===== src/rtl/circle_raster_engine_if.sv =====
// Pixel stream port of circle_raster_engine: valid/ready handshake carrying one
// clipped pixel (x, y, colour) per transfer.
interface circle_raster_engine_if #(
  parameter int XW   = 8,
  parameter int YW   = 7,
  parameter int COLW = 3
) ();
  logic            px_valid;
  logic            px_ready;
  logic [XW-1:0]   px_x;
  logic [YW-1:0]   px_y;
  logic [COLW-1:0] px_colour;

  modport master (output px_valid, output px_x, output px_y, output px_colour, input px_ready);
  modport slave  (input px_valid, input px_x, input px_y, input px_colour, output px_ready);
endinterface


===== src/rtl/circle_raster_engine.sv =====
// Midpoint circle rasteriser: walks one octant and streams 8-way mirrored, screen-clipped pixels.
// Defining CIRCLE_FILL_EN switches the emitter to four horizontal spans per step (filled disc).
module circle_raster_engine #(
  parameter int XW    = 8,
  parameter int YW    = 7,
  parameter int RW    = 6,
  parameter int COLW  = 3,
  parameter int X_MAX = 159,
  parameter int Y_MAX = 119
) (
  input  logic            clk,
  input  logic            rst,
  input  logic            start,
  input  logic [XW-1:0]   cx,
  input  logic [YW-1:0]   cy,
  input  logic [RW-1:0]   radius,
  input  logic [COLW-1:0] colour_in,
  output logic            busy,
  output logic            done,
  circle_raster_engine_if.master px
);

  localparam int MW = (XW > YW) ? XW : YW;
  localparam int CW = ((MW > RW) ? MW : RW) + 2;
  localparam int DW = RW + 3;
`ifdef CIRCLE_FILL_EN
  localparam int OW = 2;
`else
  localparam int OW = 3;
`endif

  localparam logic [OW-1:0]        OCT_LAST = {OW{1'b1}};
  localparam logic [OW-1:0]        OCT_ONE  = {{(OW-1){1'b0}}, 1'b1};
  localparam logic [RW:0]          ONE_W    = {{RW{1'b0}}, 1'b1};
  localparam logic signed [DW-1:0] D_THREE  = {{(DW-2){1'b0}}, 2'd3};
  localparam logic signed [DW-1:0] D_NEG    = {{(DW-3){1'b0}}, 3'd6};
  localparam logic signed [DW-1:0] D_POS    = {{(DW-4){1'b0}}, 4'd10};
  localparam logic signed [CW-1:0] XMAX_S   = CW'(X_MAX);
  localparam logic signed [CW-1:0] YMAX_S   = CW'(Y_MAX);

  typedef enum logic [2:0] {
    IDLE = 3'd0,
    INIT = 3'd1,
    EMIT = 3'd2,
    STEP = 3'd3,
    DONE = 3'd4
  } state_t;

  state_t                state_r, state_s;
  logic [XW-1:0]         cx_r, cx_s;
  logic [YW-1:0]         cy_r, cy_s;
  logic [RW-1:0]         rad_r, rad_s;
  logic [COLW-1:0]       col_r, col_s;
  logic [RW-1:0]         x_r, x_s, y_r, y_s;
  logic signed [DW-1:0]  d_r, d_s;
  logic [OW-1:0]         oct_r, oct_s;
  logic                  vld_r, busy_r, done_r;
  logic [XW-1:0]         px_x_r;
  logic [YW-1:0]         px_y_r;

  logic                  adv_s, cont_s, vis_s;
  logic [RW:0]           xn_w_s, yn_w_s;
  logic signed [RW:0]    diff_s;
  logic signed [DW-1:0]  d4x_s, d4xy_s;
  logic signed [CW-1:0]  pt_x_s, pt_y_s;
`ifdef CIRCLE_FILL_EN
  logic [RW:0]           pos_r, pos_s, span_end_s;
`endif

  // next-state, octant/span walk and midpoint error update
  always_comb begin
    state_s = state_r;
    cx_s    = cx_r;
    cy_s    = cy_r;
    rad_s   = rad_r;
    col_s   = col_r;
    x_s     = x_r;
    y_s     = y_r;
    d_s     = d_r;
    oct_s   = oct_r;
`ifdef CIRCLE_FILL_EN
    pos_s      = pos_r;
    span_end_s = {(oct_r[1] ? y_r : x_r), 1'b0};
`endif
    // an off-screen point is held with px_valid low and retires after one cycle
    adv_s   = vld_r ? px.px_ready : 1'b1;
    d4x_s   = $signed({1'b0, x_r, 2'b00});
    diff_s  = $signed({1'b0, x_r}) - $signed({1'b0, y_r});
    d4xy_s  = $signed({diff_s, 2'b00});
    xn_w_s  = {1'b0, x_r} + ONE_W;
    yn_w_s  = d_r[DW-1] ? {1'b0, y_r} : ({1'b0, y_r} - ONE_W);
    // y can wrap below zero (radius 0): the extra top bit terminates the walk
    cont_s  = !yn_w_s[RW] && (xn_w_s <= yn_w_s);
    case (state_r)
      IDLE: begin
        if (start) begin
          cx_s    = cx;
          cy_s    = cy;
          rad_s   = radius;
          col_s   = colour_in;
          state_s = INIT;
        end else begin
          state_s = IDLE;
        end
      end
      INIT: begin
        x_s     = {RW{1'b0}};
        y_s     = rad_r;
        d_s     = D_THREE - $signed({2'b00, rad_r, 1'b0});
        oct_s   = {OW{1'b0}};
`ifdef CIRCLE_FILL_EN
        pos_s   = {(RW+1){1'b0}};
`endif
        state_s = EMIT;
      end
      EMIT: begin
        if (adv_s) begin
`ifdef CIRCLE_FILL_EN
          if (pos_r == span_end_s) begin
            pos_s = {(RW+1){1'b0}};
            if (oct_r == OCT_LAST) begin
              oct_s   = {OW{1'b0}};
              state_s = STEP;
            end else begin
              oct_s = oct_r + OCT_ONE;
            end
          end else begin
            pos_s = pos_r + ONE_W;
          end
`else
          if (oct_r == OCT_LAST) begin
            oct_s   = {OW{1'b0}};
            state_s = STEP;
          end else begin
            oct_s = oct_r + OCT_ONE;
          end
`endif
        end else begin
          state_s = EMIT;
        end
      end
      STEP: begin
        x_s     = xn_w_s[RW-1:0];
        y_s     = yn_w_s[RW-1:0];
        d_s     = d_r[DW-1] ? (d_r + d4x_s + D_NEG) : (d_r + d4xy_s + D_POS);
        state_s = cont_s ? EMIT : DONE;
      end
      DONE: begin
        state_s = IDLE;
      end
      default: begin
        state_s = IDLE;
      end
    endcase
  end

  // candidate pixel for the point the walk is about to present, plus clip test
  always_comb begin
    logic signed [CW-1:0] xo, yo, cxo, cyo;
    xo  = $signed({{(CW-RW){1'b0}}, x_s});
    yo  = $signed({{(CW-RW){1'b0}}, y_s});
    cxo = $signed({{(CW-XW){1'b0}}, cx_r});
    cyo = $signed({{(CW-YW){1'b0}}, cy_r});
`ifdef CIRCLE_FILL_EN
    begin
      logic signed [CW-1:0] half, roff, poso;
      half   = oct_s[1] ? yo : xo;
      roff   = oct_s[1] ? xo : yo;
      poso   = $signed({{(CW-RW-1){1'b0}}, pos_s});
      pt_x_s = cxo - half + poso;
      pt_y_s = oct_s[0] ? (cyo - roff) : (cyo + roff);
    end
`else
    case (oct_s)
      3'd0:    begin pt_x_s = cxo + xo; pt_y_s = cyo + yo; end
      3'd1:    begin pt_x_s = cxo - xo; pt_y_s = cyo + yo; end
      3'd2:    begin pt_x_s = cxo + xo; pt_y_s = cyo - yo; end
      3'd3:    begin pt_x_s = cxo - xo; pt_y_s = cyo - yo; end
      3'd4:    begin pt_x_s = cxo + yo; pt_y_s = cyo + xo; end
      3'd5:    begin pt_x_s = cxo - yo; pt_y_s = cyo + xo; end
      3'd6:    begin pt_x_s = cxo + yo; pt_y_s = cyo - xo; end
      3'd7:    begin pt_x_s = cxo - yo; pt_y_s = cyo - xo; end
      default: begin pt_x_s = cxo;      pt_y_s = cyo;      end
    endcase
`endif
    vis_s = !pt_x_s[CW-1] && (pt_x_s <= XMAX_S) && !pt_y_s[CW-1] && (pt_y_s <= YMAX_S);
  end

  // state and walk registers
  always_ff @(posedge clk or negedge rst) begin
    if (!rst) begin
      state_r <= IDLE;
      cx_r    <= {XW{1'b0}};
      cy_r    <= {YW{1'b0}};
      rad_r   <= {RW{1'b0}};
      col_r   <= {COLW{1'b0}};
      x_r     <= {RW{1'b0}};
      y_r     <= {RW{1'b0}};
      d_r     <= {DW{1'b0}};
      oct_r   <= {OW{1'b0}};
`ifdef CIRCLE_FILL_EN
      pos_r   <= {(RW+1){1'b0}};
`endif
    end else begin
      state_r <= state_s;
      cx_r    <= cx_s;
      cy_r    <= cy_s;
      rad_r   <= rad_s;
      col_r   <= col_s;
      x_r     <= x_s;
      y_r     <= y_s;
      d_r     <= d_s;
      oct_r   <= oct_s;
`ifdef CIRCLE_FILL_EN
      pos_r   <= pos_s;
`endif
    end
  end

  // registered output stage; pixel data only reloads when a visible point is presented
  always_ff @(posedge clk or negedge rst) begin
    if (!rst) begin
      vld_r  <= 1'b0;
      busy_r <= 1'b0;
      done_r <= 1'b0;
      px_x_r <= {XW{1'b0}};
      px_y_r <= {YW{1'b0}};
    end else begin
      vld_r  <= (state_s == EMIT) && vis_s;
      busy_r <= (state_s == INIT) || (state_s == EMIT) || (state_s == STEP);
      done_r <= (state_s == DONE);
      if ((state_s == EMIT) && vis_s) begin
        px_x_r <= pt_x_s[XW-1:0];
        px_y_r <= pt_y_s[YW-1:0];
      end else begin
        px_x_r <= px_x_r;
        px_y_r <= px_y_r;
      end
    end
  end

  assign busy         = busy_r;
  assign done         = done_r;
  assign px.px_valid  = vld_r;
  assign px.px_x      = px_x_r;
  assign px.px_y      = px_y_r;
  assign px.px_colour = col_r;

endmodule


===== src/flat_wrapper.sv =====
// flat-port wrapper written by rule: the top's interface ports become plain ports
module circle_raster_engine_flat 
#(
  parameter int XW    = 8,
  parameter int YW    = 7,
  parameter int RW    = 6,
  parameter int COLW  = 3,
  parameter int X_MAX = 159,
  parameter int Y_MAX = 119
)
  (clk, rst, start, cx, cy, radius, colour_in, busy, done, px_px_valid, px_px_x, px_px_y, px_px_colour, px_px_ready);
  circle_raster_engine_if #(.XW(XW), .YW(YW), .COLW(COLW)) px_i ();
  input  logic clk;
  input  logic rst;
  input  logic start;
  input  logic [XW-1:0] cx;
  input  logic [YW-1:0] cy;
  input  logic [RW-1:0] radius;
  input  logic [COLW-1:0] colour_in;
  output logic busy;
  output logic done;
  output wire logic [$bits(px_i.px_valid)-1:0] px_px_valid;
  output wire logic [$bits(px_i.px_x)-1:0] px_px_x;
  output wire logic [$bits(px_i.px_y)-1:0] px_px_y;
  output wire logic [$bits(px_i.px_colour)-1:0] px_px_colour;
  input wire logic [$bits(px_i.px_ready)-1:0] px_px_ready;
  assign px_px_valid = px_i.px_valid;
  assign px_px_x = px_i.px_x;
  assign px_px_y = px_i.px_y;
  assign px_px_colour = px_i.px_colour;
  assign px_i.px_ready = px_px_ready;
  circle_raster_engine #(.XW(XW), .YW(YW), .RW(RW), .COLW(COLW), .X_MAX(X_MAX), .Y_MAX(Y_MAX)) u_core (.clk(clk), .rst(rst), .start(start), .cx(cx), .cy(cy), .radius(radius), .colour_in(colour_in), .busy(busy), .done(done), .px(px_i));
endmodule

===== config.mk =====
export PLATFORM = sky130hd
export DESIGN_NAME = circle_raster_engine_flat
export DESIGN_NICKNAME = d
export VERILOG_FILES = /design/src/rtl/circle_raster_engine_if.sv /design/src/rtl/circle_raster_engine.sv /design/src/flat_wrapper.sv
export SDC_FILE = /design/constraint.sdc
export NUM_CORES = 1
export LEC_CHECK = 0
export ABC_AREA = 1
export CAP_MARGIN = 20
export CORE_MARGIN = 2
export CORE_UTILIZATION = 60
export DETAILED_ROUTE_END_ITERATION = 10
export GPL_TIMING_DRIVEN = 0
export PLACE_DENSITY_LB_ADDON = 0.3
export SYNTH_ARGS = -nofsm -noshare
export SYNTH_HDL_FRONTEND = slang
export SYNTH_SLANG_ARGS = --single-unit

===== constraint.sdc =====
create_clock -name clk -period 4.5 [get_ports clk]
set_clock_uncertainty 0.2 [all_clocks]
set_input_delay 0.45 -clock clk [delete_from_list [all_inputs] [get_ports clk]]
set_output_delay 0.45 -clock clk [all_outputs]
set_load 0.05 [all_outputs]

==> metrics.csv, run 1 <==
metric;value;unit
synth_top_flop_cell;dfrtp_1;
wl_met3;1.14;mm
drv_cap;0;
root_buffer;clkbuf_8;
drive_above_1_share;0.110;
syn_nets;924;
met1Wirelength;7.48;mm
grt_overflow;0;
met2_length;8.02;mm
dp_hpwl;13.3;mm
fin_crit_sh;0.941;
holdCritPathClass;in2async;
critPathTopFamily;simple AND/OR/NAND/NOR gates;
ys_ff_latch;68;
ys_top_cells_by_count;178 x nand2_1, 115 x inv_1, 73 x ha_1, 68 x dfrtp_1, 65 x nor2_1;
first_pass_iters;7;
ys_seq_area_frac;0.278;
wirelength;17.1;mm
finalWorstPathRequiredPeriod;4.23;ns
port_buffers;48;
timing.fmax;236;MHz
slew_viol_final;0;
design.core.area;0.00986;mm²
grt_pass1_wl;28.7;mm
cts_buffer_depth;2;
slowest_delay;0.45;ns
synth_edf_count;0;
grt_pass1_vias;5958;
hold_viol_final;4;
drt-vias-per-instance;5.73;
cts_tree;yes;
clock-sinks;68;
utilization;0.718;
io_pins;49;
critPathLaunchType;register;
cp_common_cell;nand2_1;
status;finished, violations left;
whs;-0.00512;ns
route.detailed.drc;0;
drt-initial-drc-count;427;
antenna_found_initial;0;
path_max_fanout;10;
synth_area;0.00613;mm²
yosysTopAreaCell;dfrtp_1;
clk_pin_slew;0.08;ns
rows;36;
cpMaxStageDelayCell;dfrtp_2;
crit_buf_inv;4;
clk-insertion-delay-late;0.37;ns
critPathRequiredTime;4.56;ns
crit_chain;inv_2 -> nand2_4 -> nor2_4 -> clkbuf_4 -> nand2_1 -> o21ai_1 -> nand2_1 -> o21ai_0 -> ha_1 -> inv_1 -> fa_1 -> o21ai_2 -> nand2_1 -> nand2_1 -> a21oi_1 -> xor2_1 -> nand2_1 -> nand2_1 -> a21oi_2 -> nand3_2 -> buf_2 -> nand4_1 -> nand2_1;
wire_per_inst;16.8;µm
routed.top_layer;met4;
worst_pin_slew;0.900;ns
initial_core_util;0.621;
cts_buffers;9;
syn2layout_area_growth;15.6;%
synth.avg_cell_area;7.53;µm²
synth.lib_cells_used.distinct;51;
antenna_cells;0;
grt_use_total;0.330;
cts_max_level;3;
final_antenna_net_count;0;
violations;negative hold slack;
slew_headroom;0.400;
yosysMostFrequentCell;nand2_1;
ys_async_sr_fraction;1.00;
layout.nets;990;
routabilityCongestion;0.948;
die_y;105;µm
ys_warn_count;0;
critPathKind;reg2reg;
dieArea;0.0110;mm²
vias;5829;
synthTopCellsByArea;dfrtp_1 28%, ha_1 15%, nand2_1 11%, inv_1 7.0%, a21oi_1 5.1%;
arrival;4.30;ns
syn_inst;814;
grt_max_degree;69;
synth_top_area_share;0.278;
cp-end-kind;register;
setup_violations;0;
die_x;105;µm
==> per-layer routing <==
| metal | GRT usage | vias to the layer above |
|---|---|---|
| li1 | - | 2830 |
| met1 | 0.434 | 2769 |
| met2 | 0.541 | 197 |
| met3 | 0.0624 | 33 |
| met4 | 0.119 | 0 |
| met5 | 0 | - |
==> cell families (layout without fill, tap and decap cells) <==
| kind of cell | Yosys count | after routing | synth area share |
|---|---|---|---|
| AND/OR/NAND/NOR | 346 | 346 | 0.257 |
| AO/OA/AOI/OAI | 145 | 145 | 0.145 |
| buffers and inverters | 139 | 210 | 0.0898 |
| adder cells (fa/ha/maj) | 82 | 82 | 0.178 |
| flip-flops | 68 | 68 | 0.278 |
| XOR/XNOR | 27 | 27 | 0.0386 |
| multiplexers | 7 | 7 | 0.0129 |
==> area by class of cell <==
cell class	instances	area, µm²
repair buffers	55	531
multi-input cells	607	3930
clock buffers	10	138
clock inverters	6	63.8
inverters	126	478
well taps	133	166
flip-flops and latches	68	1700
plain buffers	13	77.6
fillers	831	2780
==> layout by cell type (no fill, tap or decap), types with 21 or more instances in the layout <==
cell type        count
nand2_1            178
nor2_1              63
nand3_1             45
nand4_1             21
dfrtp_1             66
inv_1              115
clkdlybuf4s50_1     47
o21ai_0             37
a21oi_1             61
ha_1                73
==> stage by stage <==
step	setup WS, ns	instance area, µm²	cells	hold slack (ns)	setup TNS, ns
detailed placement	-0.511	6770	995	0.258	-7.75
global placement	-0.398	6780	995	0.255	-6.06
CTS	0.0943	7000	1012	0.0371	0
finish	0.267	7080	1018	-0.00512	0
global route	-0.0141	7080	1018	0.0845	-0.0434
floorplan	0.354	6130	814	-0.0456	0
==> worst reg2reg max path: stages, from the launching register on <==
cell and delay, ns:
dfrtp_2 0.45, inv_2 0.09, nand2_4 0.08, nor2_4 0.24, clkbuf_4 0.29, nand2_1 0.08
o21ai_1 0.28, nand2_1 0.09, o21ai_0 0.12, ha_1 0.21, inv_1 0.05, fa_1 0.43
o21ai_2 0.22, nand2_1 0.07, nand2_1 0.07, a21oi_1 0.07, xor2_1 0.14, nand2_1 0.06
nand2_1 0.07, a21oi_2 0.15, nand3_2 0.22, buf_2 0.27, nand4_1 0.09, nand2_1 0.07
==> path summary, 6_finish.rpt <==
kind / start / to / slack (ns) / cells after the start
worst max-delay path: u_core.state_r[2]$_DFF_PN0_ / u_core.px.px_x[5]$_DFFE_PN0P_ / 0.27 / 23
worst max register to register: u_core.state_r[2]$_DFF_PN0_ / u_core.px.px_x[5]$_DFFE_PN0P_ / 0.27 / 23
worst min register to register: u_core.px.px_y[0]$_DFFE_PN0P_ / u_core.px.px_y[0]$_DFFE_PN0P_ / 0.27 / 2
min in group clk: u_core.px.px_y[0]$_DFFE_PN0P_ / u_core.px.px_y[0]$_DFFE_PN0P_ / 0.27 / 2
worst min-delay path: rst / u_core.d_r[6]$_DFFE_PN0N_ / -0.005 / 1
max in group asynchronous: rst / u_core.state_r[1]$_DFF_PN0_ / 3.48 / 1
==> repair_timing <==
action                                  4_1_cts  5_1_grt
buffers inserted                              1        6
endpoints found under the setup margin       16       16
pin swaps                                     1        5
gates resized for setup                       6       18
hold endpoints to repair                      0        0
hold buffers                                  0        0
==> registers in the layout, indices dropped and copies added (netlist names) <==
name and cells:
u_core.done 1, u_core.cx_r 8, u_core.state_r 3, u_core.oct_r 3, u_core.px.px_y 7, u_core.d_r 8, u_core.busy 1, u_core.px.px_valid 1
u_core.rad_r 6, u_core.x_r 6, u_core.y_r 6, u_core.px.px_x 8, u_core.px.px_colour 3, u_core.cy_r 7
Power of run 1 is left out: the tool's default activity adds up to more than one toggle a clock period on the data nets, which glitch-free logic cannot reach.
==> run 2, diff against run 1 <==
HOLD_SLACK_MARGIN = 0.08   (was unset)
SETUP_SLACK_MARGIN = 0.4   (was unset)
==> metrics.csv, run 2 (same netlist as run 1, synthesis figures left out) <==
metric;value;unit;change
status;finished clean;;was finished, violations left
routabilityCongestion;0.938;;was 0.948
final_cell_mix;177 x nand2_1, 112 x inv_1, 71 x ha_1, 64 x dfrtp_1, 63 x nor2_1;;was 178 x nand2_1, 115 x inv_1, 73 x ha_1, 66 x dfrtp_1, 63 x nor2_1
timing.rr.end;u_core.px.px_x[2]$_DFFE_PN0P_;;was u_core.px.px_x[5]$_DFFE_PN0P_
utilization;0.737;;was 0.718
worst_pin_slew;0.886;ns;was 0.900 ns
rr_worst_depth;20;;was 23
drv_cap;0;;unchanged
rows;36;;unchanged
finalWorstPathRequiredPeriod;3.92;ns;was 4.23 ns
holdCritPathClass;reg2reg;;was in2async
cts_tree;yes;;unchanged
drt-vias-per-instance;5.71;;was 5.73
io_pins;49;;unchanged
slew_headroom;0.409;;was 0.400
slew_viol_final;0;;unchanged
grt_max_degree;69;;unchanged
setup_violations;0;;unchanged
layout.nets;1003;;was 990
setup_tns;0;ns;unchanged
antenna_found_initial;0;;unchanged
hold_viol_final;0;;was 4
fin_crit_sh;0.872;;was 0.941
antenna_cells;0;;unchanged
critPathLaunchType;register;;unchanged
arrival;4.03;ns;was 4.30 ns
grt_pass1_wl;28.4;mm;was 28.7 mm
route.detailed.drc;0;;unchanged
whs_path_depth;2;;
port_buffers;48;;unchanged
critPathKind;reg2reg;;unchanged
drt-initial-drc-count;400;;was 427
dpl_cell_area;0.00677;mm²;about the same
design.core.area;0.00986;mm²;unchanged
root_buffer;clkbuf_8;;unchanged
cts_buffers;9;;unchanged
grt_use_total;0.325;;was 0.330
clk_pin_slew;0.09;ns;was 0.08 ns
dieArea;0.0110;mm²;unchanged
cts_buffer_depth;2;;unchanged
timing.fmax;255;MHz;was 236 MHz
cp-end-kind;register;;unchanged
wire_per_inst;16.5;µm;was 16.8 µm
final_antenna_net_count;0;;unchanged
first_pass_iters;5;;was 7
clk-insertion-delay-late;0.37;ns;about the same
cts_max_level;3;;unchanged
initial_core_util;0.621;;unchanged
grt_overflow;0;;unchanged
crit-reg2reg-launch;u_core.y_r[1]$_DFF_PN0_;;was u_core.state_r[2]$_DFF_PN0_
worstHoldStart;u_core.px.px_y[0]$_DFFE_PN0P_;;
final_common_cell;nand2_1;;unchanged
fin_area;0.00727;mm²;was 0.00708 mm²
die_y;105;µm;unchanged
critPathRequiredTime;4.60;ns;was 4.56 ns
drive_above_1_share;0.139;;was 0.110
grt_pass1_vias;5929;;was 5958
r2r_setup_slack;0.58;ns;was 0.27 ns
die_x;105;µm;unchanged
dp_hpwl;13.2;mm;was 13.3 mm
whs;0.277;ns;was -0.00512 ns
fillers;787;;was 831
clock-sinks;68;;unchanged
path_max_fanout;10;;unchanged
rsz0062_at_grt;false;;
min_to;u_core.px.px_y[0]$_DFFE_PN0P_;;
syn2layout_area_growth;18.7;%;was 15.6%
wirelength;17.0;mm;was 17.1 mm
vias;5889;;was 5829
## run 2: timing repair
item                                    CTS  global route
gates resized for setup                  25            25
hold endpoints to repair                 68             0
buffers inserted                          8            11
endpoints found under the setup margin   16            16
pin swaps                                 6            17
hold buffers                              1             0
## run 2: worst max path at each step
stage / start / end / slack, ns / depth (start not counted)
3_5_place_dp: px_px_ready / u_core.px.px_y[6]$_DFFE_PN0P_ / -0.47 / 26
6_report: u_core.y_r[1]$_DFF_PN0_ / u_core.px.px_x[2]$_DFFE_PN0P_ / 0.58 / 20
4_1_cts: u_core.state_r[1]$_DFF_PN0_ / u_core.px.px_y[6]$_DFFE_PN0P_ / 0.41 / 21
2_1_floorplan: u_core.oct_r[0]$_DFF_PN0_ / u_core.px.px_x[6]$_DFFE_PN0P_ / 0.47 / 24
5_1_grt: u_core.oct_r[0]$_DFF_PN0_ / u_core.px.px_x[5]$_DFFE_PN0P_ / 0.31 / 23
3_3_place_gp: px_px_ready / u_core.px.px_x[6]$_DFFE_PN0P_ / -0.41 / 26
## run 2: metal layers
metal,wire (µm),GRT usage,vias up
li1,-,-,2857
met1,7470,0.439,2803
met2,7840,0.532,198
met3,1350,0.0618,31
met4,365,0.0905,0
met5,0,0,-
## run 2: area by class of cell
cell class,instances,area [µm²],area share
buffer,13,83.8,0.0115
multi-input combinational,607,3990,0.548
clock buffer,12,145,0.0200
inverter,126,480,0.0661
tap,133,166,0.0229
clock inverter,4,72.6,0.00998
timing repair buffer,68,631,0.0867
sequential,68,1710,0.235
## run 2: per-stage QoR
step,instances,setup WS (ns)
after global routing,1031,0.306
final,1031,0.575
after CTS,1020,0.415
after global placement,995,-0.406
after floorplan,814,0.465
after detailed placement,995,-0.468
## run 2: worst max-delay path, cell delays in order (launching register included)
cell and delay [ns]:
dfrtp_1 0.42, inv_2 0.11, ha_1 0.23, nand2_1 0.06, o21ai_0 0.12, a22oi_1 0.16, o21a_2 0.22, inv_1 0.14
o21ai_1 0.22, ha_1 0.26, a21oi_1 0.15, o21bai_1 0.15, nor3b_1 0.20, o21ai_1 0.18, nand3_2 0.09, nor2_1 0.10
nand4_1 0.17, nor2_4 0.23, buf_4 0.22, nand4_1 0.13, nand2_1 0.10
Power of run 2 is left out for the same reason.
==> run 3, diff against run 2 <==
CELL_PAD_IN_SITES_DETAIL_PLACEMENT = 0   (was unset)
CELL_PAD_IN_SITES_GLOBAL_PLACEMENT = 1   (was unset)
CORE_UTILIZATION = 44   (was 60)
==> metrics.csv, run 3 (same netlist as run 1, synthesis figures left out) <==
metric;value;unit;change
status;finished clean;;unchanged
drv_cap;0;;unchanged
final_cell_mix;177 x nand2_1, 110 x inv_1, 71 x ha_1, 64 x dfrtp_1, 63 x nor2_1;;was 177 x nand2_1, 112 x inv_1, 71 x ha_1, 64 x dfrtp_1, 63 x nor2_1
cts_max_level;3;;unchanged
root_buffer;clkbuf_16;;was clkbuf_8
slowest_delay;0.40;ns;was 0.42 ns
first_pass_iters;5;;unchanged
drt-initial-drc-count;349;;was 400
worstHoldStart;u_core.px.px_y[3]$_DFFE_PN0P_;;was u_core.px.px_y[0]$_DFFE_PN0P_
drive_above_1_share;0.149;;was 0.139
worst_slack;0.561;ns;was 0.575 ns
clk-insertion-delay-late;0.35;ns;was 0.37 ns
timing.fmax;254;MHz;was 255 MHz
syn2layout_area_growth;22.9;%;was 18.7%
slew_headroom;0.449;;was 0.409
antenna_found_initial;0;;unchanged
final_antenna_net_count;0;;unchanged
r2r_setup_slack;0.56;ns;was 0.58 ns
rows;43;;was 36
hold_viol_final;0;;unchanged
grt_overflow;0;;unchanged
whs_path_depth;2;;unchanged
rsz0062_at_grt;false;;unchanged
antenna_cells;0;;unchanged
wire_per_inst;16.5;µm;about the same
cpMaxStageDelayCell;dfrtp_1;;unchanged
design.core.area;0.0137;mm²;was 0.00986 mm²
timing.rr.end;u_core.px.px_y[4]$_DFFE_PN0P_;;was u_core.px.px_x[2]$_DFFE_PN0P_
drt-vias-per-instance;5.29;;was 5.71
route.detailed.drc;0;;unchanged
min_to;u_core.px.px_y[3]$_DFFE_PN0P_;;was u_core.px.px_y[0]$_DFFE_PN0P_
dieArea;0.0149;mm²;was 0.0110 mm²
setup_violations;0;;unchanged
clk_pin_slew;0.05;ns;was 0.09 ns
cts_tree;yes;;unchanged
finalWorstPathRequiredPeriod;3.94;ns;was 3.92 ns
holdCritPathClass;reg2reg;;unchanged
pre_cts_slack;-0.585;ns;was -0.468 ns
initial_core_util;0.447;;was 0.621
final_common_cell;nand2_1;;unchanged
crit_chain;ha_1 -> ha_1 -> inv_1 -> o22ai_4 -> inv_2 -> nor2_4 -> buf_4 -> nand2_1 -> o21ai_0 -> ha_1 -> a21oi_1 -> nand2_2 -> a21oi_2 -> o21ai_2 -> nand3_2 -> nand3_1 -> nor2_1 -> nand4_1 -> nor2_4 -> nand3_4 -> buf_8 -> nand2_1 -> nand2_1;;was inv_2 -> ha_1 -> nand2_1 -> o21ai_0 -> a22oi_1 -> o21a_2 -> inv_1 -> o21ai_1 -> ha_1 -> a21oi_1 -> o21bai_1 -> nor3b_1 -> o21ai_1 -> nand3_2 -> nor2_1 -> nand4_1 -> nor2_4 -> buf_4 -> nand4_1 -> nand2_1
slew_viol_final;0;;unchanged
worst_pin_slew;0.827;ns;was 0.886 ns
grt_pass1_vias;5803;;was 5929
cp-end-kind;register;;unchanged
critPathLaunchType;register;;unchanged
rr_worst_depth;23;;was 20
grt_use_total;0.253;;was 0.325
grt_max_degree;38;;was 69
arrival;3.97;ns;was 4.03 ns
fin_crit_sh;0.875;;was 0.872
cts_buffer_depth;2;;unchanged
clock-sinks;68;;unchanged
path_max_fanout;10;;unchanged
crit-reg2reg-launch;u_core.oct_r[0]$_DFF_PN0_;;was u_core.y_r[1]$_DFF_PN0_
die_y;122;µm;was 105 µm
wirelength;18.0;mm;was 17.0 mm
dp_hpwl;13.9;mm;was 13.2 mm
layout.nets;1015;;was 1003
whs;0.268;ns;was 0.277 ns
critPathRequiredTime;4.53;ns;was 4.60 ns
setup_tns;0;ns;unchanged
cts_buffers;9;;unchanged
port_buffers;48;;unchanged
vias;5768;;was 5889
io_pins;49;;unchanged
routabilityCongestion;0.897;;was 0.938
die_x;122;µm;was 105 µm
grt_pass1_wl;28.9;mm;was 28.4 mm
critPathKind;reg2reg;;unchanged
## run 3: cell types whose count changed in the layout (fill, tap and decap cells not counted), moves of 2 or more
cell	previous run	this run
clkbuf_8	10	0
buf_4	22	31
clkbuf_16	0	9
a21oi_2	7	4
a21oi_1	59	61
inv_1	112	110
inv_2	12	14
nor2_2	1	3
## run 3: worst max-delay path, delay by kind of cell (launching register included)
kind,cells,cell delay (ns)
compound gates,5,0.74
simple gates,11,1.21
flops,1,0.40
buf+inv,4,0.49
fa+ha+maj,3,0.79
## run 3: area by class of cell
cell class	count	area, µm²
inverters	126	480
well taps	180	225
repair buffers	78	718
plain buffers	13	91.3
fillers	1338	6190
clock inverters	6	88.8
multi-input cells	609	3990
flip-flops and latches	68	1710
clock buffers	10	229
## run 3: how the worst max path moves through the flow
stage | start | to | slack (ns) | depth (start not counted)
6_report | u_core.oct_r[0]$_DFF_PN0_ | u_core.px.px_y[4]$_DFFE_PN0P_ | 0.56 | 23
3_3_place_gp | px_px_ready | u_core.px.px_x[7]$_DFFE_PN0P_ | -0.48 | 26
4_1_cts | u_core.y_r[0]$_DFF_PN0_ | u_core.px.px_y[4]$_DFFE_PN0P_ | 0.39 | 23
2_1_floorplan | u_core.oct_r[0]$_DFF_PN0_ | u_core.px.px_x[6]$_DFFE_PN0P_ | 0.47 | 24
5_1_grt | u_core.oct_r[0]$_DFF_PN0_ | u_core.px.px_y[5]$_DFFE_PN0P_ | 0.36 | 22
3_5_place_dp | px_px_ready | u_core.px.px_x[7]$_DFFE_PN0P_ | -0.59 | 26
## run 3: metal layers
| metal | routed length, µm | share of wire | GRT usage | vias to the layer above |
|---|---|---|---|---|
| met5 | 0 | 0 | 0 | - |
| met4 | 610 | 0.034 | 0.110 | 0 |
| met3 | 744 | 0.041 | 0.0290 | 37 |
| met2 | 7990 | 0.45 | 0.401 | 134 |
| met1 | 8610 | 0.48 | 0.349 | 2707 |
| li1 | - | - | - | 2890 |
## run 3: repair_timing
action | CTS | global route
endpoints found under the setup margin | 16 | 16
hold endpoints to repair | 31 | 0
pin swaps | 4 | 20
hold buffers | 1 | 0
cloned | 0 | 2
resized for setup | 23 | 30
buffers inserted | 7 | 21
## run 3: per-stage QoR
stage          area, µm²   util  instances
6_report            7530  0.549       1090
5_1_grt             7530  0.549       1090
4_1_cts             7300  0.532       1067
3_5_place_dp        6850  0.499       1043
3_3_place_gp        6840  0.498       1042
2_1_floorplan       6130      -        814
Power of run 3 is left out for the same reason.
==> RTL edit 1 (settings of run 3) <==
`Y_MAX` is set to 119 in 2 places; all go to 59.
--- a/src/rtl/circle_raster_engine.sv
+++ b/src/rtl/circle_raster_engine.sv
@@ -6,7 +6,7 @@
   parameter int RW    = 6,
   parameter int COLW  = 3,
   parameter int X_MAX = 159,
-  parameter int Y_MAX = 119
+  parameter int Y_MAX = 59
 ) (
   input  logic            clk,
   input  logic            rst,
--- a/src/flat_wrapper.sv
+++ b/src/flat_wrapper.sv
@@ -6,7 +6,7 @@
   parameter int RW    = 6,
   parameter int COLW  = 3,
   parameter int X_MAX = 159,
-  parameter int Y_MAX = 119
+  parameter int Y_MAX = 59
 )
   (clk, rst, start, cx, cy, radius, colour_in, busy, done, px_px_valid, px_px_x, px_px_y, px_px_colour, px_px_ready);
   circle_raster_engine_if #(.XW(XW), .YW(YW), .COLW(COLW)) px_i ();
Check against the original RTL: not equivalent (a bounded check fails within 4 cycles, from zero or initial values and one cycle with rst low).
==> RTL edit 1 against run 3 <==
  * Sequential share of layout area grew 0.16 points
  * Area after synthesis shrank 0.59%
  * Final area shrank 1.0%
  * Worst hold slack gained 11 ps
  * Worst setup slack lost 170 ps
  * Synthesized cell count grew 1.8%
  * Die area shrank 0.57%
  * Wire length shrank 3.0%
  * Sequential cell count is the same
  * Critical path type unchanged
  * Largest cell class unchanged
Power is not shown: default switching activity piles up to over one toggle a cycle in this logic, so the estimate is an artifact.
==> RTL edit 1: results (changes against run 3) <==
* Syn nets at 939 (+1.6%)
* Final net count at 1017 (+0.20%)
* Status: finished, final reports clean
* Hold Path Depth at 2 (unchanged)
* R2R setup slack at 390 ps (-170 ps)
* Routed WL per cell at 16.02 um (-2.8%)
* CTS HTree Levels at 3 (unchanged)
* DR iter-0 viols at 368 (+5.4%)
* Reg2reg end: u_core.px.px_x[7]
* CP peak stage delay at 400 ps (about the same)
* Async set-reset flop share out of synthesis at 100.0% (unchanged)
* Top post-synthesis cells by area: dfrtp_1, ha_1, nand2_1, inv_1, nor2_1
* Number of global-route vias before repair at 5550 (-4.4%)
* Diode count at 0 (unchanged)
* Worst Reg-to-Reg Cells at 29 (+26%)
* Ratio of cells with drive above 1 in the final layout at 14.82% (-0.13 points)
* Filler cells at 1292 (-3.4%)
* Slowest-stage cell, CP: dfrtp_1
* CP Launch Point: u_core.oct_r[0]
* Post-synth top cells: nand2_1, inv_1, nor2_1
* Global-route wire length before repair at 28130 um (-2.5%)
* Hold EP: u_core.px.px_y[2]
* DP Area at 0.006790 mm^2 (-0.91%)
* Hold Startpoint: u_core.px.px_y[2]
* GP Congestion at 0.9698 (+8.1%)
* Detailed Routing Iterations Pass 1 at 5 (unchanged)
* Clk_lat worst skew at 350 ps (about the same)
* Largest net degree at the start of global routing at 69 (+82%)
* Max clock buf depth at 2 (unchanged)
* Critical-path maximum fanout at 5 (-5)
* Distinct cell type count after synthesis at 50 (-2.0%)
* IO Port Bufs at 48 (unchanged)
* Vias per cell at 5.339 (+0.90%)
* Root Driver: clkbuf_16
* DPL Wire Length at 13480 um (-2.7%)
* Sequential cell area fraction in the yosys report at 27.93% (+0.17 points)
* Max transition margin at 39.49% (-5.4 points)
* Worst Path Arrival at 4140 ps (+170 ps)
* GRT Util Overall at 24.87% (-0.42 points)
==> RTL edit 1: changes by cell type after synthesis, sizes merged, moves of 4 or more <==
cell | run 3 | this run
nor2 | 71 | 88
inv | 125 | 132
a21oi | 66 | 61
a221oi | 8 | 4
==> RTL edit 1: final cells by class <==
cell class	count	area [um^2]	share of cell area (%)
multi-input combinational	616	4006	53.72
sequential	68	1702	22.82
timing repair buffer	67	653.1	8.758
inverter	132	501.7	6.728
clock buffer	11	252.7	3.389
tap	176	220.2	2.953
buffer	13	87.58	1.174
clock inverter	4	33.78	0.4530
==> RTL edit 1: kinds of logic (layout without fill, tap and decap cells) <==
logic type               Yosys count  in the layout  synth area share [%]
multiplexers                       7              7                 1.294
flip-flops                        68             68                 27.93
buffers and inverters            145            227                 9.222
XOR/XNOR                          23             23                 3.307
AND/OR/NAND/NOR                  360            360                 26.31
AO/OA/AOI/OAI                    144            144                 13.99
adder cells (fa/ha/maj)           82             82                 17.95
==> RTL edit 1: timing repair <==
| item | CTS | global route |
|---|---|---|
| endpoints found under the hold margin | 55 | 0 |
| gates resized for setup | 23 | 47 |
| endpoints found under the setup margin | 16 | 16 |
| gates cloned | 0 | 1 |
| buffers inserted | 9 | 8 |
| hold buffers | 1 | 0 |
| pin swaps | 5 | 19 |
==> RTL edit 1: critical path, delay by kind of cell, from the launching register on <==
family	cells	cell delay (ps)
adders and majority gates	4	1040
and+or+nand+nor	15	1420
buffers and inverters	5	430
DFF	1	400
AOI/OAI and AO/OA	5	470
==> RTL edit 1: worst max path at each step <==
stage / slack (ps) / to
global placement: -190 / u_core.px.px_x[2]
CTS: 400 / u_core.px.px_x[7]
global route: 160 / u_core.px.px_y[4]
floorplan: 560 / u_core.px.px_x[6]
finish: 390 / u_core.px.px_x[7]
detailed placement: -310 / u_core.px.px_x[0]
==> RTL edit 1: through the flow <==
stage | TNS, ps | hold slack [ps] | util [%] | instances | worst slack, ps
finish | 0 | 279.0 | 55.65 | 1087 | 394.0
detailed placement | -4338 | 261.9 | 50.67 | 1053 | -307.3
floorplan | 0 | -45.59 | - | 829 | 558.8
global placement | -2686 | 256.0 | 50.69 | 1053 | -189.1
CTS | 0 | 272.4 | 54.01 | 1078 | 404.1
global route | 0 | 304.0 | 55.65 | 1087 | 160.9
==> RTL edit 1: routing by layer <==
layer  vias to the layer above  GRT usage (%)  wire (um)
met5                         -              0          0
met4                         0          6.681        249
met3                        19          4.120        975
met2                       176          38.76       7743
met1                      2719          35.86       8449
li1                       2890              -          -
==> RTL edit 2 (settings of run 3) <==
Without the edit above. Make the reset (`rst`) synchronous in 2 clocked blocks.
--- a/src/rtl/circle_raster_engine.sv
+++ b/src/rtl/circle_raster_engine.sv
@@ -187,7 +187,7 @@
   end
 
   // state and walk registers
-  always_ff @(posedge clk or negedge rst) begin
+  always_ff @(posedge clk) begin
     if (!rst) begin
       state_r <= IDLE;
       cx_r    <= {XW{1'b0}};
@@ -218,7 +218,7 @@
   end
 
   // registered output stage; pixel data only reloads when a visible point is presented
-  always_ff @(posedge clk or negedge rst) begin
+  always_ff @(posedge clk) begin
     if (!rst) begin
       vld_r  <= 1'b0;
       busy_r <= 1'b0;
Check against the original RTL: differs if rst is asserted again (counterexample within 4 cycles, from zero or initial values and one cycle with rst low); with rst held inactive, the same outputs for 4 cycles.
==> RTL edit 2 against run 3 <==
  * Wire length rose by 1.0%
  * Die area decreased by 1.3%
  * Critical path depth is 5 higher
  * Final area is 0.95% higher
  * Cell count rose by 6.9%
  * Sequential cell count stayed put
  * Non-clock buffer count grew 9
  * Worst hold slack improved by 7.3 ps
  * Largest cell class unchanged
  * Via count rose by 4.6%
  * Area after synthesis decreased by 1.3%
  * First-iteration DRC count grew 29%
  * Worst setup slack gained 6.8 ps
  * Highest routed layer unchanged
Power is left out: it rests on default switching activity, and per cell area and clock period it moved more than threefold.
==> RTL edit 2: results (changes against run 3) <==
* Max transition margin at 51.13% (+6.3 points)
* Number of global-route vias before repair at 5585 (-3.8%)
* Syn nets at 1002 (+8.4%)
* Hold EP: u_core.px.px_x[0]
* Filler cells at 1379 (+3.1%)
* Top post-synthesis cells by area: dfxtp_1, ha_1, nand2_1, inv_1, nor2_1
* DPL Wire Length at 14030 um (+1.2%)
* Syn-to-layout area delta at 25.76%
* Routed Wire Length at 18150 um (+1.0%)
* Placed Cells at 1115 (+6.9%)
* Distinct cell type count after synthesis at 49 (-3.9%)
* Critical-path maximum fanout at 5 (-5)
* Post-cts gate resize count at 33 (+43%)
* Met3 Use GR at 3.336% (+0.43 points)
* Hold WS at 275.6 ps (+7.266 ps)
* Status: finished, final reports clean
* Hold Startpoint: u_core.px.px_x[0]
* Ratio of cells with drive above 1 in the final layout at 16.28% (+1.3 points)
* Sequential cell area fraction in the yosys report at 22.51% (-5.3 points)
* Post-synth top cells: nand2_1, inv_1, nor2_1
* Largest net degree at the start of global routing at 11 (-71%)
* Routing usage on met2 at 39.78% (-0.30 points)
* WL met2 at 7958 um (-0.45%)
* M1 WL at 9117 um (+5.9%)
* Top Family by Delay on Critical Path: adder cells
* Vias per cell at 5.179 (-2.1%)
* CP peak stage delay at 340 ps (-60 ps)
==> RTL edit 2: area by class of cell <==
type                            count  area share (%)
Buffer                             20           1.744
Clock buffer                       14           3.603
Clock inverter                      1          0.3949
Multi-Input combinational cell    664           56.14
Timing Repair Buffer               80           9.773
Sequential cell                    68           18.11
Inverter                          142           7.338
Tap cell                          176           2.896
==> RTL edit 2: kinds of logic (layout without fill, tap and decap cells) <==
| group | after synthesis | after routing | synth area share (%) |
|---|---|---|---|
| simple gates | 380 | 382 | 28.49 |
| compound gates | 175 | 175 | 16.66 |
| buf+inv | 162 | 257 | 10.64 |
| fa+ha+maj | 82 | 82 | 18.08 |
| flops | 68 | 68 | 22.51 |
| xor+xnor | 25 | 25 | 3.621 |
==> RTL edit 2: worst register-to-register path, delay by kind of cell (launching register included) <==
| family | cells | cell delay [ps] |
|---|---|---|
| compound gates | 8 | 910 |
| fa+ha+maj | 4 | 980 |
| buf+inv | 6 | 600 |
| flops | 1 | 340 |
| simple gates | 10 | 790 |
